--- config.mk ---
export PLATFORM = sky130hd
export DESIGN_NAME = port_out_arbiter
export DESIGN_NICKNAME = d
export VERILOG_FILES = /design/src/rtl/port_out_arbiter.sv
export SDC_FILE = /design/constraint.sdc
export NUM_CORES = 1
export LEC_CHECK = 0
export ABC_AREA = 1
export BUFFER_PORTS_ARGS = -buffer_cell sky130_fd_sc_hd__buf_2
export CAP_MARGIN = 20
export CORE_MARGIN = 2
export CORE_UTILIZATION = 51
export CTS_CLUSTER_SIZE = 12
export DETAILED_ROUTE_END_ITERATION = 12
export PLACE_DENSITY = 0.86
export SETUP_SLACK_MARGIN = 0.05
export SYNTH_ARGS = -nofsm -noshare
export SYNTH_HDL_FRONTEND = slang
export SYNTH_SLANG_ARGS = --single-unit
--- constraint.sdc ---
create_clock -name clk -period 5 [get_ports clk]
set_clock_uncertainty 0.2 [all_clocks]
set_input_delay 0.25 -clock clk [delete_from_list [all_inputs] [get_ports clk]]
set_output_delay 0.25 -clock clk [all_outputs]
set_load 0.005 [all_outputs]
--- src/rtl/port_out_arbiter.sv ---
// -----------------------------------------------------------------------------
// port_out_arbiter
//
// Arbitrates four requesters (CPU core, DMA engine, sequencers) onto the single
// write interface of the 16-entry output port bank. Round-robin grant, bursts
// bounded to BURST_MAX accepted writes, address-window checking and a
// one-cycle acknowledge per accepted write.
//
// Parameters:
//   BURST_MAX  maximum accepted writes per grant (1..15)
//   ADDR_BASE  base of the 16-byte port window, low nibble must be zero
//
// Ports:
//   clk        single clock, all state on the rising edge
//   reset      asynchronous, active-low reset
//   req        per-requester request level, held until its last write is acked
//   req_addr   requester i address at [8i+7:8i]
//   req_data   requester i data at [8i+7:8i]
//   req_last   requester i current write is the final one of its burst
//   gnt        registered one-hot grant
//   ack        one-cycle pulse, write of requester i accepted
//   err        one-cycle pulse, accepted write was outside the window (dropped)
//   address    port bank address
//   data_out   port bank write data
//   write      port bank write strobe, one cycle per forwarded write
//
// Configuration:
//   PORT_ARB_PRIO_EN  when defined, requester 0 wins every IDLE arbitration it
//                     takes part in; otherwise all requesters are equal.
// -----------------------------------------------------------------------------
module port_out_arbiter #(
    parameter int unsigned BURST_MAX = 4,
    parameter logic [7:0]  ADDR_BASE = 8'hE0
) (
    input  logic        clk,
    input  logic        reset,
    input  logic [3:0]  req,
    input  logic [31:0] req_addr,
    input  logic [31:0] req_data,
    input  logic [3:0]  req_last,
    output logic [3:0]  gnt,
    output logic [3:0]  ack,
    output logic        err,
    output logic [7:0]  address,
    output logic [7:0]  data_out,
    output logic        write
);

    typedef enum logic [1:0] {
        ST_IDLE  = 2'd0,
        ST_GRANT = 2'd1,
        ST_TURN  = 2'd2
    } state_t;

    localparam logic [3:0] BURST_LIMIT = 4'(BURST_MAX);

    state_t      state_r;
    state_t      state_nxt_s;
    logic [1:0]  ptr_r;
    logic [1:0]  ptr_nxt_s;
    logic [3:0]  cnt_r;
    logic [3:0]  cnt_nxt_s;
    logic [3:0]  cnt_inc_s;
    logic [3:0]  gnt_r;
    logic [3:0]  gnt_nxt_s;
    logic [3:0]  ack_r;
    logic [3:0]  ack_nxt_s;
    logic        err_r;
    logic        err_nxt_s;
    logic        write_r;
    logic        write_nxt_s;
    logic [7:0]  address_r;
    logic [7:0]  address_nxt_s;
    logic [7:0]  data_r;
    logic [7:0]  data_nxt_s;

    logic [1:0]  owner_s;
    logic [1:0]  pick_s;
    logic        own_req_s;
    logic        own_last_s;
    logic [7:0]  own_addr_s;
    logic [7:0]  own_data_s;
    logic        in_window_s;
    logic        release_s;

    // One-hot grant to index; an illegal pattern maps to requester 0.
    function automatic logic [1:0] onehot_to_idx(input logic [3:0] oh);
        logic [1:0] idx;
        case (oh)
            4'b0001: idx = 2'd0;
            4'b0010: idx = 2'd1;
            4'b0100: idx = 2'd2;
            4'b1000: idx = 2'd3;
            default: idx = 2'd0;
        endcase
        return idx;
    endfunction

    function automatic logic [3:0] idx_to_onehot(input logic [1:0] idx);
        return 4'b0001 << idx;
    endfunction

    // First set request bit searching upward from p, wrapping mod 4. The loop
    // runs downward so the closest candidate to p is the last one written.
    function automatic logic [1:0] rr_pick(input logic [3:0] r, input logic [1:0] p);
        logic [1:0] sel;
        logic [1:0] idx;
        sel = p;
        for (int k = 3; k >= 0; k--) begin
            idx = p + 2'(k);
            if (r[idx]) begin
                sel = idx;
            end else begin
                sel = sel;
            end
        end
        return sel;
    endfunction

    // Current owner view and release decision.
    always_comb begin
        owner_s     = onehot_to_idx(gnt_r);
        own_req_s   = req[owner_s];
        own_last_s  = req_last[owner_s];
        own_addr_s  = req_addr[{owner_s, 3'b000} +: 8];
        own_data_s  = req_data[{owner_s, 3'b000} +: 8];
        in_window_s = (own_addr_s[7:4] == ADDR_BASE[7:4]);
        // Saturating increment keeps cnt at BURST_MAX until IDLE clears it.
        if (cnt_r >= BURST_LIMIT) begin
            cnt_inc_s = cnt_r;
        end else begin
            cnt_inc_s = cnt_r + 4'd1;
        end
        // A dropped request releases without an acceptance.
        release_s = !own_req_s || own_last_s || (cnt_inc_s >= BURST_LIMIT);
    end

    // Arbitration winner for the IDLE state.
    always_comb begin
`ifdef PORT_ARB_PRIO_EN
        if (req[0]) begin
            pick_s = 2'd0;
        end else begin
            pick_s = rr_pick(req, ptr_r);
        end
`else
        pick_s = rr_pick(req, ptr_r);
`endif
    end

    // State register.
    always_ff @(posedge clk or negedge reset) begin
        if (!reset) begin
            state_r <= ST_IDLE;
        end else begin
            state_r <= state_nxt_s;
        end
    end

    // Next-state logic.
    always_comb begin
        state_nxt_s = state_r;
        case (state_r)
            ST_IDLE: begin
                if (|req) begin
                    state_nxt_s = ST_GRANT;
                end else begin
                    state_nxt_s = ST_IDLE;
                end
            end
            ST_GRANT: begin
                if (release_s) begin
                    state_nxt_s = ST_TURN;
                end else begin
                    state_nxt_s = ST_GRANT;
                end
            end
            ST_TURN: begin
                state_nxt_s = ST_IDLE;
            end
            default: begin
                state_nxt_s = ST_IDLE;
            end
        endcase
    end

    // Output/datapath next values; pulses default low every cycle.
    always_comb begin
        gnt_nxt_s     = gnt_r;
        ack_nxt_s     = 4'b0000;
        err_nxt_s     = 1'b0;
        write_nxt_s   = 1'b0;
        address_nxt_s = address_r;
        data_nxt_s    = data_r;
        ptr_nxt_s     = ptr_r;
        cnt_nxt_s     = cnt_r;
        case (state_r)
            ST_IDLE: begin
                cnt_nxt_s = 4'd0;
                if (|req) begin
                    gnt_nxt_s = idx_to_onehot(pick_s);
                end else begin
                    gnt_nxt_s = 4'b0000;
                end
            end
            ST_GRANT: begin
                if (own_req_s) begin
                    ack_nxt_s = idx_to_onehot(owner_s);
                    cnt_nxt_s = cnt_inc_s;
                    if (in_window_s) begin
                        write_nxt_s   = 1'b1;
                        address_nxt_s = own_addr_s;
                        data_nxt_s    = own_data_s;
                    end else begin
                        err_nxt_s = 1'b1;
                    end
                end else begin
                    cnt_nxt_s = cnt_r;
                end
                if (release_s) begin
                    gnt_nxt_s = 4'b0000;
                    ptr_nxt_s = owner_s + 2'd1;
                end else begin
                    gnt_nxt_s = gnt_r;
                end
            end
            ST_TURN: begin
                gnt_nxt_s = 4'b0000;
            end
            default: begin
                gnt_nxt_s = 4'b0000;
            end
        endcase
    end

    // Registered outputs, pointer and burst counter.
    always_ff @(posedge clk or negedge reset) begin
        if (!reset) begin
            gnt_r     <= 4'b0000;
            ack_r     <= 4'b0000;
            err_r     <= 1'b0;
            write_r   <= 1'b0;
            address_r <= 8'h00;
            data_r    <= 8'h00;
            ptr_r     <= 2'd0;
            cnt_r     <= 4'd0;
        end else begin
            gnt_r     <= gnt_nxt_s;
            ack_r     <= ack_nxt_s;
            err_r     <= err_nxt_s;
            write_r   <= write_nxt_s;
            address_r <= address_nxt_s;
            data_r    <= data_nxt_s;
            ptr_r     <= ptr_nxt_s;
            cnt_r     <= cnt_nxt_s;
        end
    end

    assign gnt      = gnt_r;
    assign ack      = ack_r;
    assign err      = err_r;
    assign write    = write_r;
    assign address  = address_r;
    assign data_out = data_r;

endmodule

# == Word level (Yosys, flattened, before mapping) ==
# Cells that the tools add are included.
# totals
ff_bits,34
latchBits,0
mem_bits_rw,0
romBits,0
inputBits,74
out_inout_bits,26
word_cells,75
n_memories,0
# classes
n_addsub,5
mul,0
div,0
order_cmp,7
n_eq_ne,7
n_shift,4
muxes,34
bitwise_logic,0
n_reduce_logical,9
# op_table
cell,count
indexed part select 32 x 6 -> 8 bit,2
two-way mux 4 bit,6
case mux 4 bit (2 select lines),2
less-than comparator 2 x 3 -> 1 bit (second input constant),5
two-way mux 1 bit,13
binary-select mux 1 bit (select 2 bit),6
two-way mux 2 bit,5
== test 4 bit (second input constant),2
greater-or-equal comparator 4 x 3 -> 1 bit (second input constant),2
left shift 1 x 2 -> 4 bit (first input constant),2
case mux 2 bit (3 select lines),1
adder 2 x 1 -> 2 bit (second input constant),2
adder 2 bit (second input constant),2
adder 4 x 1 -> 4 bit (second input constant),1
== test 4 x 2 -> 1 bit (second input constant),1
== test 4 x 3 -> 1 bit (second input constant),1
inequality test 2 bit (second input constant),2
case mux 2 bit (2 select lines),1
AND reduction 2 bit,2
OR reduction 4 bit,1
AND reduction 3 bit,1
== test 2 x 1 -> 1 bit (second input constant),1
logical NOT 2 bit,1
logical OR 1 bit,2
other kinds (2),2

# == Depth between registers and ports, before layout ==
# depth
word_depth,10
ltp_mapped,13
ltp_nobuf,12

# == Worst setup path before layout ==
# OpenSTA, ideal clock, no wires.
# synth_timing
path_kind,flip-flop to flip-flop
from,"register gnt_r[1], in the netlist gnt[1]"
to,"register address_r[0], in the netlist address[0]"
setup_time_ns,0.116
arrival_ns,1.530
t_required_ns,4.684
setup_slack_ns,3.154
path_stages_with_launch,12
n_path_buf,1
synth_period_minus_slack_ns,1.846
cell_sequence,dfrtp_1 nor2_4 nand3_4 nand2_2 inv_2 nand3_2 nand3_4 inv_4 nand2_4 buf_6 nand2_1 nand2_1
# synth_between
elab_chain_len,5
elab_cells_between_ends,9
classes_between,4 x eq/ne; 1 x shift; 3 x mux; 1 x reduce/logical
# synth_lines
item,line_no,rtl
"start, declared",64,logic [3:0] gnt_r;
"start signal, assigned",248,gnt_r <= gnt_nxt_s;
"== test 4 bit, or another cell as far along",89,case (oh)
case mux 2 bit (3 select lines) *,89,
indexed part select 32 x 6 -> 8 bit or binary-select mux 1 bit (select 2 bit) (tied branches),"125, 123",
== test 4 bit or two-way mux 1 bit (tied branches),"127, 123",
AND reduction 3 bit (no line),n/a,
"end signal, assigned",252,address_r <= address_nxt_s;
"end, declared",72,logic [7:0] address_r;
# Mark *: on every way between the ends. The rest lies on a longest branch, timed or not. The select of a mux whose other input is x is not followed.
# A chain may end at the register's enable or synchronous reset.

# == Worst setup path after layout ==
# layout_timing
from,"register gnt_r[1], in the netlist gnt[1]"
to,"register data_r[2], in the netlist data_out[2]"
# layout_between
elab_chain_len,5
elab_cells_between_ends,10
classes_between,4 x eq/ne; 2 x shift; 3 x mux; 1 x reduce/logical
# layout_lines
item,line_no,rtl
"== test 4 bit, or another cell as far along",89,
case mux 2 bit (3 select lines) *,89,
indexed part select 32 x 6 -> 8 bit or binary-select mux 1 bit (select 2 bit) (tied branches),"125, 123",
== test 4 bit or two-way mux 1 bit (tied branches),"127, 123",
AND reduction 3 bit (no line),n/a,
"end signal, assigned",253,data_r <= data_nxt_s;
"end, declared",74,logic [7:0] data_r;
# Marks and branches as above.

==> results.tsv <==
stage	metric	value	unit
routing	routedWlPerCell	12.6	um
power	p_sw_frac	0.474	
setup_path	start_kind	flip-flop	
routing	wirelength	5840	um
floorplanning	die_height	70.2	um
global_route	track_usage	0.246	
synthesis	yosysTopAreaCell	dfrtp_1	
setup_path	crit_fanout	19	
synthesis	syn_inst	314	
floorplanning	die_x	70.2	um
clock_tree	root_buffer	clkbuf_8	
power	power.internal	0.843	mW
global_route	grt_max_degree	35	
global_route	grt_pass1_vias	2299	
clock_tree	clockBufferDepth	2	
clock_tree	clk_pin_slew	0.08	ns
sta	slew_viol_final	0	
power	powerDensity	559	nW/um^2
min_path	hp-start	req[3]	
setup_path	cp_slowest_cell	dfrtp_1	
synthesis	avgSynthCellArea	7.12	sq um
setup_path	r2r-start	gnt[1]	
floorplanning	io_pins	100	
synthesis	ys_top_cells_by_area	dfrtp_1 (38%), nand2_1 (17%), nor2_1 (6.9%), o21ai_0 (5.6%), inv_1 (4.7%)	
placement	post-place-ws	2.75	ns
floorplanning	fp.coreArea	4290	sq um
sta	hold_slack	0.106	ns
placement	hpwl	4410	um
global_route	grt_pass1_wl	9850	um
clock_tree	numCtsBuffers	5	
final_layout	final_area	2870	sq um
clock_tree	cts_htree_levels	2	
synthesis	synth.distinct_cells	33	
sta	max_freq	439	MHz
routing	vias	2424	
job	drv_cap	0	
clock_tree	clock-sinks	34	
setup_path	cp-end-kind	flip-flop	
routing	viasPerCell	5.21	
final_layout	finalNonFillerCells	465	
clock_tree	clock_latency	0.29	ns
synthesis	synth_top_area_frac	0.381	
synthesis	syn_area	2240	sq um
placement	io_buffers	99	
routing	antenna_left	0	
synthesis	synth_nets	393	
global_route	grt_overflow	0	
power	power.share.sequential	0.284	
routing	first_iter_violations	177	
setup_path	cp.required	5.03	ns
synthesis	ys_ff_latch	34	
synthesis	yosysWarnings	0	
final_layout	antenna_cells	0	
power	clockPowerShare	0.160	
synthesis	yosysSeqAreaShare	0.381	
routing	drc_errors	0	
sta	tightest_slew	0.757	ns
setup_path	critPathKind	reg2reg	
final_layout	drive_gt1_frac	0.320	
setup_path	slowest_delay	0.43	ns
placement	place_area	2740	sq um
power	power	1.60	mW
final_layout	final_net_count	491	
setup_path	arrival	2.31	ns
global_route	grt_antenna_before_repair	0	
sta	post-route-min-period	2.28	ns
power	leakage	1.67	nW
sta	period_share	0.456	
placement	gp_congestion	0.835	
power	power_frac_comb	0.556	
floorplanning	start_util	0.521	
sta	rsz0062_at_grt	no	
power	ir_drop	0.000308	V
routing	drt_pass1_iterations	4	
setup_path	startpoint	gnt[1]	
final_layout	final_util	0.668	
floorplanning	die-area	4930	sq um
power	power.net_switching	0.759	mW
sta	hold_viol_final	0	
clock_tree	cts_resized	0	
clock_tree	cts_tree	built	
run_status	status	finished clean	
sta	finalSetupTns	0	ns
sta	final.setup.worst_slack	2.72	ns
final_layout	area_growth	28.2	%
sta	setup_violations	0	
min_path	min_path_type	in2reg	
sta	maxSlewHeadroom	0.496	
floorplanning	rows	24	
setup_path	path_cells	nor2_4 > nand3_4 > nand2_2 > inv_2 > nand3_2 > nand3_4 > nor2_8 > nand2_1 > nand2_1	
placement	dp.cells	456	
-- critical path: cells and delay by family (launching register included) --
kind / cells / cell delay [ns]
DFF: 1 / 0.43
and+or+nand+nor: 8 / 1.34
buffers and inverters: 1 / 0.21
-- metal layers --
metal,share of wire,track usage,vias to the layer above,wire [um]
li1,-,-,1205,-
met1,0.44,0.308,1134,2540
met2,0.49,0.416,71,2890
met3,0.050,0.0462,14,294
met4,0.020,0.105,0,116
met5,0,0,-,0
-- final cells by class --
class	instances	area, sq um
sequential	34	851
clock buffer	5	68.8
clock inverter	3	45.0
multi-input combinational	238	1200
timing repair buffer	100	505
tap	52	65.1
fill	382	1430
inverter	33	131
-- logic make-up (layout without fill, tap and decap cells) --
kind of cell | count (synthesis) | count (layout) | synth area share
and+or+nand+nor | 188 | 188 | 0.394
muxes | 1 | 1 | 0.00504
AOI/OAI and AO/OA | 43 | 43 | 0.106
adders and majority gates | 5 | 5 | 0.0280
DFF | 34 | 34 | 0.381
xor gates and xnor gates | 1 | 1 | 0.00392
buffers and inverters | 42 | 141 | 0.0828
-- repair_timing --
action | 4_1_cts | 5_1_grt
hold buffers | 1 | 0
setup endpoints to repair | 0 | 0
buffers inserted | 0 | 0
endpoints found under the hold margin | 34 | 0
-- state kept, by name, summed over array words and instances (netlist names) --
register / cells
address: 8
data_out: 8
ack: 4
cnt_r: 4
gnt: 4
ptr_r: 2
state_r: 2
err: 1
write: 1
-- Yosys cell counts (all sizes together) --
| cell type | instances |
|---|---|
| a21boi | 1 |
| a21oi | 2 |
| buf | 6 |
| clkbuf | 3 |
| dfrtp | 34 |
| ha | 5 |
| inv | 33 |
| mux2 | 1 |
| nand2 | 106 |
| nand3 | 21 |
| nand3b | 2 |
| nand4 | 7 |
| nor2 | 47 |
| nor3b | 1 |
| nor4 | 1 |
| o211ai | 1 |
| o21ai | 26 |
| o22ai | 13 |
| or2 | 3 |
| xor2 | 1 |
-- placed cells by master (no fill, tap or decap), types with 2 or more instances in the layout --
| cell type | instances |
|---|---|
| inv_1 | 28 |
| or2_2 | 3 |
| inv_2 | 3 |
| nor2_4 | 2 |
| nand2_2 | 4 |
| o21ai_0 | 25 |
| nand3_4 | 2 |
| a21oi_1 | 2 |
| buf_2 | 99 |
| clkbuf_8 | 5 |
| nand3b_1 | 2 |
| clkinvlp_4 | 2 |
| nor2_1 | 41 |
| nand4_1 | 7 |
| o22ai_1 | 13 |
| nand2_1 | 99 |
| nand3_1 | 18 |
| nor2_2 | 3 |
| nand2_4 | 2 |
| dfrtp_1 | 34 |
| ha_1 | 5 |
-- power groups by stage --
stage / clock network [mW] / registers (mW) / logic (mW)
2_1_floorplan: 0 / 0.450 / 0.655
3_3_place_gp: 0 / 0.455 / 0.856
3_5_place_dp: 0 / 0.457 / 0.888
4_1_cts: 0.260 / 0.452 / 0.894
5_1_grt: 0.271 / 0.466 / 1.02
6_report: 0.257 / 0.455 / 0.891
-- worst paths after layout --
kind                            cells past startpoint  slack, ns     endpoint
worst min-delay path                                3       0.11   state_r[0]
max in group asynchronous                           2       3.76   state_r[0]
worst min register to register                      1       0.27   address[5]
min in group asynchronous                           2       0.36  data_out[2]
worst max-delay path                                9       2.72  data_out[2]
worst max register to register                      9       2.72  data_out[2]
No activity file was read; power rests on OpenSTA's default activity.
